--- src/rtl/scg_rst_seq.sv ---
// scg_rst_seq: synchronises the clock-core lock flag and releases domain resets in order,
// re-asserting them all on lock loss or soft reset.
module scg_rst_seq #(
  parameter int SYNC_STAGES = 2,
  parameter int LOCK_WAIT   = 16,
  parameter int N_DOMAINS   = 3,
  parameter int STAGE_GAP   = 4,
  parameter int SOFT_HOLD   = 8,
  parameter int CNT_W       = 8
) (
  input  logic                 clk_i,
  input  logic                 rst_n_i,
  input  logic                 locked_i,
  input  logic                 soft_rst_i,
  output logic [N_DOMAINS-1:0] rst_n_o,
  output logic                 ready_o,
  output logic [2:0]           state_o,
  output logic [CNT_W-1:0]     lock_loss_o
);
  localparam int MAXV = (LOCK_WAIT > STAGE_GAP) ? ((LOCK_WAIT > SOFT_HOLD) ? LOCK_WAIT : SOFT_HOLD)
                                                : ((STAGE_GAP > SOFT_HOLD) ? STAGE_GAP : SOFT_HOLD);
  localparam int CW = $clog2(MAXV + 1);
  typedef enum logic [2:0] {WAIT_LOCK = 3'd0, STABLE = 3'd1, RELEASE = 3'd2, RUN = 3'd3, HOLD = 3'd4} state_t;
  state_t                 r_state;
  logic [SYNC_STAGES-1:0] r_sync;
  logic [CW-1:0]          r_cnt;
  logic [N_DOMAINS-1:0]   r_rst_n;
  logic                   r_ready;
  logic [CNT_W-1:0]       r_loss;
  logic                   w_locked_s;
  assign w_locked_s  = r_sync[SYNC_STAGES-1];
  assign rst_n_o     = r_rst_n;
  assign ready_o     = r_ready;
  assign state_o     = r_state;
  assign lock_loss_o = r_loss;
  always_ff @(posedge clk_i or negedge rst_n_i) begin
    if (!rst_n_i) begin
      r_state <= WAIT_LOCK;
      r_sync  <= '0;
      r_cnt   <= '0;
      r_rst_n <= '0;
      r_ready <= 1'b0;
      r_loss  <= '0;
    end else begin
      r_sync <= {r_sync[SYNC_STAGES-2:0], locked_i};
      case (r_state)
        WAIT_LOCK: begin
          r_cnt <= '0;
          if (w_locked_s) r_state <= STABLE;
        end
        STABLE: begin
          if (!w_locked_s) begin
            r_state <= WAIT_LOCK;
            r_cnt   <= '0;
          end else if (r_cnt == CW'(LOCK_WAIT - 1)) begin
            r_state <= RELEASE;
            r_rst_n <= N_DOMAINS'(1);
            r_cnt   <= '0;
          end else r_cnt <= r_cnt + 1'b1;
        end
        RELEASE, RUN, HOLD: begin
          if (!w_locked_s) begin
            r_state <= WAIT_LOCK;
            r_rst_n <= '0;
            r_ready <= 1'b0;
            r_cnt   <= '0;
            if (r_loss != {CNT_W{1'b1}}) r_loss <= r_loss + 1'b1;
          end else if (soft_rst_i && r_state != HOLD) begin
            r_state <= HOLD;
            r_rst_n <= '0;
            r_ready <= 1'b0;
            r_cnt   <= '0;
          end else if (r_state == HOLD) begin
            if (r_cnt == CW'(SOFT_HOLD - 1)) begin
              r_state <= RELEASE;
              r_rst_n <= N_DOMAINS'(1);
              r_cnt   <= '0;
            end else r_cnt <= r_cnt + 1'b1;
          end else if (r_state == RELEASE) begin
            // thermometer shift keeps release strictly bit 0 upward
            if (r_cnt == CW'(STAGE_GAP - 1)) begin
              r_cnt <= '0;
              if (&r_rst_n) begin
                r_state <= RUN;
                r_ready <= 1'b1;
              end else r_rst_n <= ~(~r_rst_n << 1);
            end else r_cnt <= r_cnt + 1'b1;
          end
        end
        default: begin
          r_state <= WAIT_LOCK;
          r_rst_n <= '0;
          r_ready <= 1'b0;
          r_cnt   <= '0;
        end
      endcase
    end
  end
endmodule
--- config.mk ---
export PLATFORM = sky130hd
export DESIGN_NAME = scg_rst_seq
export DESIGN_NICKNAME = d
export VERILOG_FILES = /design/src/rtl/scg_rst_seq.sv
export SDC_FILE = /design/constraint.sdc
export NUM_CORES = 1
export LEC_CHECK = 0
export CAP_MARGIN = 10
export CORE_UTILIZATION = 35
export CTS_CLUSTER_DIAMETER = 80
export DETAILED_ROUTE_END_ITERATION = 16
export PLACE_DENSITY = 0.68
export SLEW_MARGIN = 25
export SYNTH_ARGS = -nofsm -noshare
export SYNTH_HDL_FRONTEND = slang
export SYNTH_SLANG_ARGS = --single-unit
--- constraint.sdc ---
create_clock -name clk_i -period 2.43 [get_ports clk_i]
set_input_delay 0.243 -clock clk_i [delete_from_list [all_inputs] [get_ports clk_i]]
set_output_delay 0.243 -clock clk_i [all_outputs]
set_load 0.05 [all_outputs]
==> metrics.md <==
| Metric | Value |
|---|---|
| Outcome | `finished clean` |
| Overflow left after global routing | `0` |
| Internal cell power | `0.802 mW` |
| Post-synthesis register bit count | `22` |
| Largest fanout on the critical path | `11` |
| Power per Cell Area | `866 mW/mm2` |
| Area fraction of the dominant cell type after synthesis | `43.3%` |
| Most frequently used flop master after synthesis | `dfrtp_1` |
| Number of library cell types mapped by synthesis | `47` |
| Cell chain of the critical path | `buf_4, clkdlybuf4s50_1` |
| Cells resized by post-CTS repair | `0` |
| Worst path max stage delay | `0.80 ns` |
| Width of the die | `62.3 um` |
| Worst setup margin | `0.308 ns` |
| Wire length of the first global-routing pass | `4780 um` |
| Pin count of the biggest net entering global routing | `23` |
| Max Cap Violations | `0` |
| Via count | `1072` |
| Bufs on Longest Clock Path | `2` |
| Shortest clock period the worst path allows after layout | `2.12 ns` |
| Fin crit share | `87.3%` |
| GP Congestion | `0.938` |
| I/O pin total | `19` |
| Final Setup Violations | `0` |
| Category of the worst setup path capture point | `primary output` |
| Clock Sink Count | `22` |
| Detailed-route wire length per cell | `14.0 um` |
| CTS clk-pin slew, worst paths | `0.12 ns` |
| Number of iterations in the first detailed-routing pass | `4` |
| Cell Area, Synth | `0.00127 mm2` |
| Clock Root Buffer | `clkbuf_4` |
| CTS H-tree lvls | `1` |
| Total GRT Usage | `15.2%` |
| Required @ worst endpoint | `2.19 ns` |
| DR vias/cell | `5.50` |
| Leakage | `0.636 nW` |
| Routed Wire Length | `2720 um` |
| Setup skew after layout | `0.00472 ns` |
| Cts hold-fix bufs | `0` |
| Signal arrival time at the worst endpoint | `1.88 ns` |
| Rel. slew slack | `61.2%` |
| HPWL after detailed placement | `2020 um` |
| Clock network fraction of design power | `20.7%` |
| Number of inserted diodes | `0` |
| TritonCTS clock tree | `done` |
| Worst slack on hold paths | `0.272 ns` |
| Effective utilization at floorplan | `37.3%` |
| Critical Setup Path Class | `register to primary output` |
| Worst path buffer plus inverter count | `2` |
| Sequential share of power | `38.2%` |
| Number of cells produced by synthesis | `130` |
| Std-Cell Rows | `21` |
| Combinational cell fraction of total power | `41.1%` |
| Achievable frequency | `471 MHz` |
| Standard cell with the maximum stage delay on the critical path | `clkdlybuf4s50_1` |
| Number of CTS-inserted buffers | `3` |
| Unrepaired setup endpoints after global routing | `no` |
| Async S/R FF share, synth | `100%` |
| Total die area | `0.00388 mm2` |
| DRT antenna net count | `0` |
| Number of flops mapped to enable cells by yosys | `0` |
| Die span in y | `62.3 um` |
| Post-Syn Area per Cell | `9.79 um2` |
| Clock network latency to the later pin of the worst-skew pair | `0.31 ns` |
| CORE AREA | `0.00342 mm2` |
| Class of the tightest hold or removal check | `primary input to async pin` |
| Accumulated negative setup slack | `0 ns` |
| Net switching power | `0.548 mW` |
| Drc violations | `0` |
| Filler instances | `332` |
| Number of warnings issued by yosys | `0` |
| Worst VDD drop | `514 uV` |
| Worst setup SP type | `register` |
| Net count of the mapped netlist | `138` |
| Setup Slack @ Placement | `0.420 ns` |
| Sequential fraction of the synthesis area | `43.3%` |
| Total power after layout | `1.35 mW` |
| Layout cell share with drive strength beyond 1 | `10.7%` |
| Number of antenna violations at the first check in global routing | `0` |
| First DRT Iteration DRCs | `34` |
| Post-layout util | `45.6%` |
| Post-CTS Setup Repair Bufs | `0` |
| Number of buffers inserted by port buffering | `18` |
| Post-layout nets | `158` |
| Library cell occupying the most area in the post-synthesis netlist | `dfrtp_1` |
| Max Slew Vio Count | `0` |
| Largest cells by area after synthesis | `dfrtp_1, xnor2_1, ha_1` |
| Category of cells accounting for the largest share of critical-path delay | `buffers and inverters` |
| Synth-to-Final Area Change | `22.4%` |
| Number of global-route vias before repair | `1055` |
| Slew at the pin closest to its max-slew limit | `0.574 ns` |
| Share of total power consumed by net switching | `40.6%` |
| Number of endpoints with negative hold slack in the final report | `0` |
[cells in the final DEF, fill, tap and decap left out, types with 5 or more instances in the layout]
cell type,instances
xnor2_1,6
nor2_1,11
inv_1,7
o21ai_0,6
clkdlybuf4s50_1,18
nand2_1,8
nand2b_1,5
dfrtp_1,22
[stage by stage]
stage | instances | area (um2)
after floorplan | 130 | 1270
after global placement | 191 | 1510
after detailed placement | 191 | 1510
after CTS | 195 | 1560
after global routing | 195 | 1560
final | 195 | 1560
[power by group through the flow]
stage	registers, mW	logic [mW]	clock network [mW]
after floorplan	0.656	0.241	0
after global placement	0.517	0.546	0
after detailed placement	0.524	0.555	0
after CTS	0.518	0.558	0.288
after global routing	0.532	0.601	0.298
final	0.516	0.554	0.279
[kinds of logic after synthesis]
logic type                 count (synthesis)  share of synthesized area, %
buffers and inverters                     13                          4.23
xor gates and xnor gates                   7                          4.82
AOI/OAI and AO/OA                         29                          18.1
and+or+nand+nor                           53                          24.0
adders and majority gates                  4                          3.93
DFF                                       22                          43.3
muxes                                      2                          1.67
[worst reg2reg max path: stages, from the launching register on]
cell and delay, ns:
dfrtp_1 0.42, ha_1 0.26, nand3_1 0.13, inv_1 0.05, ha_1 0.21, nor3b_1 0.27, nor2_1 0.09, a2111oi_0 0.39
nor3_1 0.11
[cell usage after synthesis, types with 2 or more instances]
cell type / number
a21oi_1: 4
a2bb2oi_1: 2
a32o_1: 3
and3_1: 3
clkbuf_1: 4
dfrtp_1: 22
ha_1: 4
inv_1: 7
nand2_1: 8
nand2b_1: 5
nand3_1: 4
nand4_1: 4
nor2_1: 11
nor2b_1: 2
nor3_1: 4
nor3b_1: 2
o21ai_0: 6
xnor2_1: 6
[per-layer routing]
| metal | global-route usage (%) | part of all wire (%) | up-vias |
|---|---|---|---|
| li1 | - | - | 516 |
| met1 | 19.5 | 46 | 516 |
| met2 | 25.3 | 48 | 33 |
| met3 | 2.02 | 4.1 | 7 |
| met4 | 7.27 | 2.3 | 0 |
| met5 | 0 | 0 | - |
[sequential cells by signal (all words and copies together), names as in the netlist]
register / flops
lock_loss_o: 8
r_cnt: 5
rst_n_o: 3
state_o: 3
ready_o: 1
r_sync: 2
[final timing paths]
path / startpoint / endpoint / slack, ns / cells past startpoint
setup / recovery: state_o[0]$_DFFE_PN0P_ / state_o[0] / 0.31 / 2
hold / removal: rst_n_i / lock_loss_o[5]$_DFFE_PN0P_ / 0.27 / 2
setup reg to reg: r_cnt[0]$_DFFE_PN0N_ / state_o[0]$_DFFE_PN0P_ / 0.40 / 8
hold reg to reg: r_sync[0]$_DFF_PN0_ / r_sync[1]$_DFF_PN0_ / 0.36 / 0
max in group asynchronous: rst_n_i / rst_n_o[0]$_DFFE_PN0P_ / 1.94 / 2
min in group clk_i: locked_i / r_sync[0]$_DFF_PN0_ / 0.36 / 1
[final cells by class]
type | count | area, um2 | share of cell area, %
multi-input combinational | 95 | 668 | 42.9
sequential | 22 | 551 | 35.3
timing repair buffer | 21 | 203 | 13.0
tap | 46 | 57.6 | 3.69
clock inverter | 1 | 30.0 | 1.93
inverter | 7 | 26.3 | 1.69
clock buffer | 3 | 22.5 | 1.45
Note: power is estimated with default switching activity, not from simulation.
